`src/rtl/riscv_pkg.sv`:
```
// Shared RV32 pipeline definitions: opcodes, decoder control bundle, and the
// per-cycle action chosen for the ID/EX register.
package riscv_pkg;

    localparam logic [6:0] OPC_LUI    = 7'b0110111;
    localparam logic [6:0] OPC_AUIPC  = 7'b0010111;
    localparam logic [6:0] OPC_JAL    = 7'b1101111;
    localparam logic [6:0] OPC_JALR   = 7'b1100111;
    localparam logic [6:0] OPC_BRANCH = 7'b1100011;
    localparam logic [6:0] OPC_LOAD   = 7'b0000011;
    localparam logic [6:0] OPC_STORE  = 7'b0100011;
    localparam logic [6:0] OPC_OP_IMM = 7'b0010011;
    localparam logic [6:0] OPC_OP     = 7'b0110011;

    typedef struct packed {
        logic       alu_src;
        logic [1:0] mem_to_reg;
        logic       reg_write;
        logic       mem_read;
        logic       mem_write;
        logic       branch;
        logic       jalr;
        logic       lui;
        logic       jal;
        logic [1:0] alu_op;
        logic       read_flag;
        logic       write_flag;
    } ctrl_t;

    localparam ctrl_t CTRL_NOP = '0;

    typedef enum logic [1:0] {
        ACT_ADVANCE,
        ACT_STALL,
        ACT_REDIRECT,
        ACT_HOLD
    } stage_action_t;

endpackage

```
`src/rtl/hazard_detect.sv`:
```
// Combinational hazard decision for the ID/EX boundary: picks one action per
// cycle (hold > redirect > load-use > advance) and the upstream enables.
module hazard_detect
    import riscv_pkg::*;
(
    input  logic          ex_valid,
    input  logic          ex_mem_read,
    input  logic [4:0]    ex_rd,
    input  logic          id_valid,
    input  logic [4:0]    id_rs1,
    input  logic [4:0]    id_rs2,
    input  logic          ex_redirect,
    input  logic          mem_hold,
    output stage_action_t action,
    output logic          pc_write,
    output logic          ifid_write,
    output logic          ifid_flush
);

    logic load_use;

    assign load_use = ex_valid && ex_mem_read && (ex_rd != 5'd0) && id_valid &&
                      ((ex_rd == id_rs1) || (ex_rd == id_rs2));

    always_comb begin
        action     = ACT_ADVANCE;
        pc_write   = 1'b1;
        ifid_write = 1'b1;
        ifid_flush = 1'b0;
        if (mem_hold) begin
            action     = ACT_HOLD;
            pc_write   = 1'b0;
            ifid_write = 1'b0;
        end else if (ex_redirect) begin
            action     = ACT_REDIRECT;
            ifid_flush = 1'b1;
        end else if (load_use) begin
            action     = ACT_STALL;
            pc_write   = 1'b0;
            ifid_write = 1'b0;
        end
    end

endmodule

```
`src/rtl/id_ex_stage.sv`:
```
// ID/EX pipeline register with load-use stall, redirect bubble and freeze.
// Optional hazard counters: define ID_EX_HAZARD_STATS_EN.
module id_ex_stage
    import riscv_pkg::*;
#(
    parameter int DATA_W = 32
) (
    input  logic              clk,
    input  logic              rst_n,
    input  logic              id_valid,
    input  logic [13:0]       id_ctrl,
    input  logic [DATA_W-1:0] id_pc,
    input  logic [DATA_W-1:0] id_imm,
    input  logic [DATA_W-1:0] id_rs1_data,
    input  logic [DATA_W-1:0] id_rs2_data,
    input  logic [4:0]        id_rs1,
    input  logic [4:0]        id_rs2,
    input  logic [4:0]        id_rd,
    input  logic [3:0]        id_funct,
    input  logic              ex_redirect,
    input  logic              mem_hold,
    output logic              ex_valid,
    output logic [13:0]       ex_ctrl,
    output logic [DATA_W-1:0] ex_pc,
    output logic [DATA_W-1:0] ex_imm,
    output logic [DATA_W-1:0] ex_rs1_data,
    output logic [DATA_W-1:0] ex_rs2_data,
    output logic [4:0]        ex_rs1,
    output logic [4:0]        ex_rs2,
    output logic [4:0]        ex_rd,
    output logic [3:0]        ex_funct,
    output logic              pc_write,
    output logic              ifid_write,
    output logic              ifid_flush
`ifdef ID_EX_HAZARD_STATS_EN
    ,
    output logic [31:0]       stall_cnt,
    output logic [31:0]       flush_cnt
`endif
);

    ctrl_t         ex_ctrl_q;
    stage_action_t action;

    assign ex_ctrl = ex_ctrl_q;

    hazard_detect u_hazard_detect (
        .ex_valid    (ex_valid),
        .ex_mem_read (ex_ctrl_q.mem_read),
        .ex_rd       (ex_rd),
        .id_valid    (id_valid),
        .id_rs1      (id_rs1),
        .id_rs2      (id_rs2),
        .ex_redirect (ex_redirect),
        .mem_hold    (mem_hold),
        .action      (action),
        .pc_write    (pc_write),
        .ifid_write  (ifid_write),
        .ifid_flush  (ifid_flush)
    );

    // Bubbles clear only valid/ctrl; data fields hold so they stay deterministic.
    always_ff @(posedge clk or negedge rst_n) begin
        if (!rst_n) begin
            ex_valid    <= 1'b0;
            ex_ctrl_q   <= CTRL_NOP;
            ex_pc       <= '0;
            ex_imm      <= '0;
            ex_rs1_data <= '0;
            ex_rs2_data <= '0;
            ex_rs1      <= '0;
            ex_rs2      <= '0;
            ex_rd       <= '0;
            ex_funct    <= '0;
        end else begin
            case (action)
                ACT_HOLD: begin
                end
                ACT_REDIRECT, ACT_STALL: begin
                    ex_valid  <= 1'b0;
                    ex_ctrl_q <= CTRL_NOP;
                end
                default: begin
                    ex_valid    <= id_valid;
                    ex_ctrl_q   <= id_valid ? ctrl_t'(id_ctrl) : CTRL_NOP;
                    ex_pc       <= id_pc;
                    ex_imm      <= id_imm;
                    ex_rs1_data <= id_rs1_data;
                    ex_rs2_data <= id_rs2_data;
                    ex_rs1      <= id_rs1;
                    ex_rs2      <= id_rs2;
                    ex_rd       <= id_rd;
                    ex_funct    <= id_funct;
                end
            endcase
        end
    end

`ifdef ID_EX_HAZARD_STATS_EN
    always_ff @(posedge clk or negedge rst_n) begin
        if (!rst_n) begin
            stall_cnt <= '0;
            flush_cnt <= '0;
        end else begin
            if (action == ACT_STALL && stall_cnt != '1) begin
                stall_cnt <= stall_cnt + 32'd1;
            end
            if (action == ACT_REDIRECT && flush_cnt != '1) begin
                flush_cnt <= flush_cnt + 32'd1;
            end
        end
    end
`endif

endmodule
```
`config.mk`:
```
export PLATFORM = sky130hd
export DESIGN_NAME = id_ex_stage
export DESIGN_NICKNAME = d
export VERILOG_FILES = /design/src/rtl/riscv_pkg.sv /design/src/rtl/hazard_detect.sv /design/src/rtl/id_ex_stage.sv
export SDC_FILE = /design/constraint.sdc
export NUM_CORES = 1
export LEC_CHECK = 0
export CORE_MARGIN = 2
export CORE_UTILIZATION = 39
export DETAILED_ROUTE_END_ITERATION = 7
export HOLD_SLACK_MARGIN = 0.03
export PLACE_DENSITY = 0.86
export SETUP_SLACK_MARGIN = 0.02
export SYNTH_ARGS = -nofsm -noshare
export SYNTH_HDL_FRONTEND = slang
export SYNTH_SLANG_ARGS = --single-unit
```
`constraint.sdc`:
```
create_clock -name clk -period 2.2 [get_ports clk]
set_clock_uncertainty 0.15 [all_clocks]
set_input_delay 0.66 -clock clk [delete_from_list [all_inputs] [get_ports clk]]
set_output_delay 0.66 -clock clk [all_outputs]
set_load 0.01 [all_outputs]
```
Word level (Yosys, flattened, before mapping) --
Cells that the tools add are included.
Storage, ports and cells: bits in registers 162, bits in latches 0, RAM bits 0, memory bits (read-only) 0, input bits 166, output and inout bits 165, logic and storage cells 45, memories 0
Operators by class: add/sub/neg operators 0, multipliers 0, divide/modulo/power cells 0, $lt $le $gt $ge 0, equality and inequality tests 5, shift-type cells 0, multiplexer cells 11, bitwise operators 0, reductions and logical operators 8
Operators by type and width (number):
- case mux 14 bit (2 select lines) | 1
- two-way mux 14 bit | 1
- == test 5 bit | 2
- two-way mux 1 bit | 6
- nonzero test 5 bit | 1
- == test 2 bit (second input constant) | 2
- logical AND 1 bit | 4
- two-way mux 2 bit | 2
- OR reduction 3 bit | 1
- == test 2 x 1 -> 1 bit (second input constant) | 1
- case mux 1 bit (2 select lines) | 1
- OR reduction 2 bit | 1
- logical OR 1 bit | 1

Longest topological paths before layout --
Gate-level depths: netlist (run 1).
depth after elaboration 10, gate-level depth with buffers 9, mapped depth without buffers 7

Cells and area by module --
Synthesis (run 1) repeated with hierarchy kept, for this count alone.
Second synthesis, totals: cells, all modules 402, area total of the unflattened synthesis 6331.1 um2
By module, submodules not included:
- id_ex_stage | instances 1, cells each 378, area an instance 6158.4 um2, sequential area each 4053.9 um2
- hazard_detect | instances 1, cells each 24, area an instance 172.7 um2, sequential area each 0.0 um2

Worst setup path after synthesis (run 1) --
Ideal clock, no wire load.
path kind input -> register, start point input id_rs2[1], end point register ex_imm[10], library setup time 0.125 ns, data arrival time 2.134 ns, required time 1.925 ns, setup slack -0.209 ns, stages on the path 8, path buffers 2, cell sequence xnor2_1 -> nand3_1 -> o22ai_1 -> a21oi_1 -> ha_1 -> buf_4 -> buf_6 -> mux2_2
On the way: word-level cells in the longest chain between the ends 8, elaborated cells on any way between the ends 10, classes of those cells eq/ne (4); mux (3); reduce/logical (3)
Ends and longest elaborated chain:
- from (decl) | line id_ex_stage.sv:17 | input logic [4:0] id_rs2,
- == test 5 bit * | line hazard_detect.sv:23 | ((ex_rd == id_rs1) || (ex_rd == id_rs2));
- logical OR 1 bit * | line hazard_detect.sv:23
- logical AND 1 bit * | line hazard_detect.sv:22 | assign load_use = ex_valid && ex_mem_read && (ex_rd != 5'd0) && id_valid &&
- two-way mux 1 bit * | line hazard_detect.sv:37 | end else if (load_use) begin
- two-way mux 2 bit * | line hazard_detect.sv:34 | end else if (ex_redirect) begin
- two-way mux 2 bit * | line hazard_detect.sv:30 | if (mem_hold) begin
- == test 2 bit / == test 2 x 1 -> 1 bit (equally long branches) | line id_ex_stage.sv:76 | case (action)
- OR reduction 3 bit (no line) *
- to (signal assigned) | line id_ex_stage.sv:87 | ex_imm <= id_imm;
- to (decl) | line id_ex_stage.sv:25 | output logic [DATA_W-1:0] ex_imm,
Mark *: on every way between the ends. The rest lies on a longest branch, timed or not. A chain may end at the register's enable or synchronous reset.

Worst setup path after layout (run 1) --
start point input id_rs2[4], end point output ifid_write
On the way: word-level cells in the longest chain between the ends 6
Ends and longest elaborated chain:
- == test 5 bit | line hazard_detect.sv:23
- logical OR 1 bit | line hazard_detect.sv:23
- logical AND 1 bit | line hazard_detect.sv:22
- two-way mux 1 bit | line hazard_detect.sv:37
- two-way mux 1 bit | line hazard_detect.sv:34
- two-way mux 1 bit | line hazard_detect.sv:30
- to (decl) | line id_ex_stage.sv:33 | output logic ifid_write,
Every way passes these cells.

==> results of run 1 <==
layer usage:
metal	global-route usage (%)	wire [microns]
met1	25.06	7300
met2	42.46	11190
met3	6.881	1532
met4	10.26	688
met5	0	0
metrics by stage:
stage / area (sq um) / hold slack (ns) / std cells / setup TNS [ns] / setup WS (ns)
4_1_cts: 11400 / 0.3577 / 988 / -29.72 / -0.2959
3_5_place_dp: 10080 / 0.3432 / 933 / -127.32 / -0.9046
3_3_place_gp: 10080 / 0.3385 / 933 / -117.81 / -0.8882
2_1_floorplan: 6355 / 0.2144 / 372 / -12.86 / -0.1011
6_report: 11580 / 0.3551 / 988 / -19.15 / -0.2706
5_1_grt: 11580 / 0.3721 / 988 / -29.94 / -0.3449
worst paths after layout:
path	start	end	slack, ns	cells after the start
max reg2reg	ex_rd[4]	ex_imm[0]	-0.22	10
min reg2reg	ex_rs2_data[13]	ex_rs2_data[13]	0.36	1
min	ex_rs2_data[13]	ex_rs2_data[13]	0.36	1
max in group asynchronous	rst_n	ex_ctrl[8]	0.73	3
min in group asynchronous	rst_n	ex_rs2_data[2]	0.54	2
max	id_rs2[4]	ifid_write	-0.27	6
area by class of cell:
cell class | count | area, sq um | area share (%)
clock buffer | 20 | 446.7 | 3.857
timing repair buffer | 391 | 4270 | 36.87
multi-input combinational | 188 | 2421 | 20.91
clock inverter | 10 | 110.1 | 0.9507
inverter | 1 | 3.754 | 0.03241
tap | 216 | 270.3 | 2.334
sequential | 162 | 4059 | 35.05
registers in the layout, summed over array words and instances (netlist names):
name and cells:
ex_rd 5, ex_rs1 5, ex_rs2_data 32, ex_imm 32, ex_valid 1, ex_ctrl 14, ex_pc 32, ex_rs1_data 32
ex_rs2 5, ex_funct 4
cell families (layout without fill, tap and decap cells):
family	count (synthesis)	in the layout
AO/OA/AOI/OAI	19	19
flip-flops	162	162
AND/OR/NAND/NOR	10	10
adder cells (fa/ha/maj)	2	2
XOR/XNOR	10	10
buffers and inverters	22	422
multiplexers	147	147
critical path: cells and delay by family:
kind	cells	cell delay (ns)
buffers and inverters	2	0.38
AO/OA/AOI/OAI	2	0.31
XOR/XNOR	1	0.17
AND/OR/NAND/NOR	1	0.13
synthesized netlist by cell type:
library cell	instances
xnor2_1	10
dfrtp_1	162
buf_4	3
a22o_1	7
buf_6	16
nand2_1	2
nor3_1	1
nor2_1	1
ha_1	2
or2_2	1
nor3b_4	1
a21oi_1	2
nor2b_1	1
mux2_2	147
a22o_2	7
buf_2	1
o22ai_1	1
nand3_1	2
inv_1	1
clkbuf_1	1
a21o_1	2
nand4b_1	1
power by group through the flow:
| stage | logic [mW] | registers, mW | clock network, mW |
|---|---|---|---|
| 2_1_floorplan | 0.659 | 4.10 | 0 |
| 6_report | 2.81 | 3.87 | 2.84 |
| 5_1_grt | 2.96 | 3.93 | 3.03 |
| 3_3_place_gp | 2.53 | 3.85 | 0 |
| 4_1_cts | 2.81 | 3.85 | 2.89 |
| 3_5_place_dp | 2.61 | 3.89 | 0 |
timing repair:
action                                 CTS  global route
pin swaps                               10             7
gates cloned                             8             4
hold buffers                             1             0
endpoints found under the hold margin   24             0
setup buffers                           16             3
gates resized for setup                152            84
setup endpoints to repair              179           208
==> results.ini, run 1 <==
[pwr]
switching_power_mw=2.497
switching_share_pct=26.22
irDropWorstVdd_uv=483.8
p_comb_share_pct=29.5
power_frac_seq_pct=40.6
clockPowerShare_pct=29.9
p_total_mw=9.520
powerDensity_nw_per_um2=822.1
p_leak_nw=5.450
p_int_mw=7.024

[final_layout]
fin_util_pct=73.44
antenna_cells=0
most-common-layout-cells=clkdlybuf4s50_1 (252), dfrtp_1 (158), mux2_2 (78)
area_growth_pct=84.82
fillers=948
drive_gt1_share_pct=35.10
nets=929
final_common_cell=clkdlybuf4s50_1

[die]
io_pins=331
die_area_sq_um=17100
dieWidth_microns=130.8
row_count=46
core_area_sq_um=15770
chipHeight_microns=130.8
start_util_pct=39.73

[synth]
synth_cell_types=22
ys.warnings.count=0
synth_top_family_by_area=multiplexers
synth_top_area_share_pct=64.70
synthSimpleGateAreaFrac_pct=1.058
synth_compound_area_share_pct=2.596
yosysTopAreaCell=dfrtp_1
synthesis.nets=540
yosysSeqAreaShare_pct=64.70
synth_xor_area_share_pct=1.398
synth_cells=372
synth_mux_area_share_pct=26.42
synthesis.area_sq_um=6266
synth-adder-area-share_pct=0.3994
synth.ff_latch_count=162
ys_top_cells_by_area=dfrtp_1 (65%), mux2_2 (26%), buf_6 (2.9%), xnor2_1 (1.4%), a22o_2 (1.1%)
postSynthAreaPerCell_sq_um=16.84

[detailed_routing]
antenna_left=0
vias=4787
avgRoutedWirePerCell_microns=20.96
wirelength_mm=20.71
drt_iter0_drc=179
drc=0
first_pass_iters=4
viasPerCell=4.845

[run_status]
violations=setup timing
status=finished with violations

[placed_design]
hpwlAfterDp_mm=14.10
io_buffer_count=330
gp_congestion=0.7537

[global_routing]
grt_use_total_pct=23.31
grt_pass1_vias=5401
antenna_found_initial=0
overflow=0
grt_pass1_wl_mm=29.91
grt_start_max_net_pins=59

[worst_setup_path]
endpoint_kind=output pin
cp.arrival_ns=1.66
crit_fanout=3
slowest_delay_ns=0.23
crit_path_top_delay_cell=clkdlybuf4s15_1
critPathLaunchType=input pin
critical_path_class=input pin to output pin
cp_cell_sequence=clkdlybuf4s15_1, xnor2_2, nand3_2, o22ai_4, a21oi_4, buf_2
cp.required_ns=1.39

[timing]
tightest_slew_ns=0.3229
final_hold_viol_count=0
finalCritPeriodShare_pct=112.3
fin_crit_ns=2.471
rsz0062_at_grt=true
max_freq_mhz=404.8
setup_violations=149
maxSlewViolCount=0
setup_slack_ns=-0.2706
relSlewSlack_pct=78.48

[run]
maxCapViolCount=0

[clock_tree]
cts_made_buffers=17
cts-root-buf=clkbuf_16
cts_max_path_buffers=2
clk-insertion-delay-late_ns=0.42
clkTransAtPathRegs_ns=0.06
cts_tree=built
htree_levels=4
cts_sinks=162

[min_path]
hp-class=flip-flop to flip-flop

No activity file was read; power rests on OpenSTA's default activity.
==> inputs of run 2 (changes only) <==
--- a/config.mk
+++ b/config.mk
@@ -7,6 +7,7 @@
 export LEC_CHECK = 0
 export CORE_MARGIN = 2
 export CORE_UTILIZATION = 39
+export CTS_CLUSTER_SIZE = 28
 export DETAILED_ROUTE_END_ITERATION = 7
 export HOLD_SLACK_MARGIN = 0.03
 export PLACE_DENSITY = 0.86
==> results of run 2 <==
Final layout, timing and power as in run 1 (identical DEF).
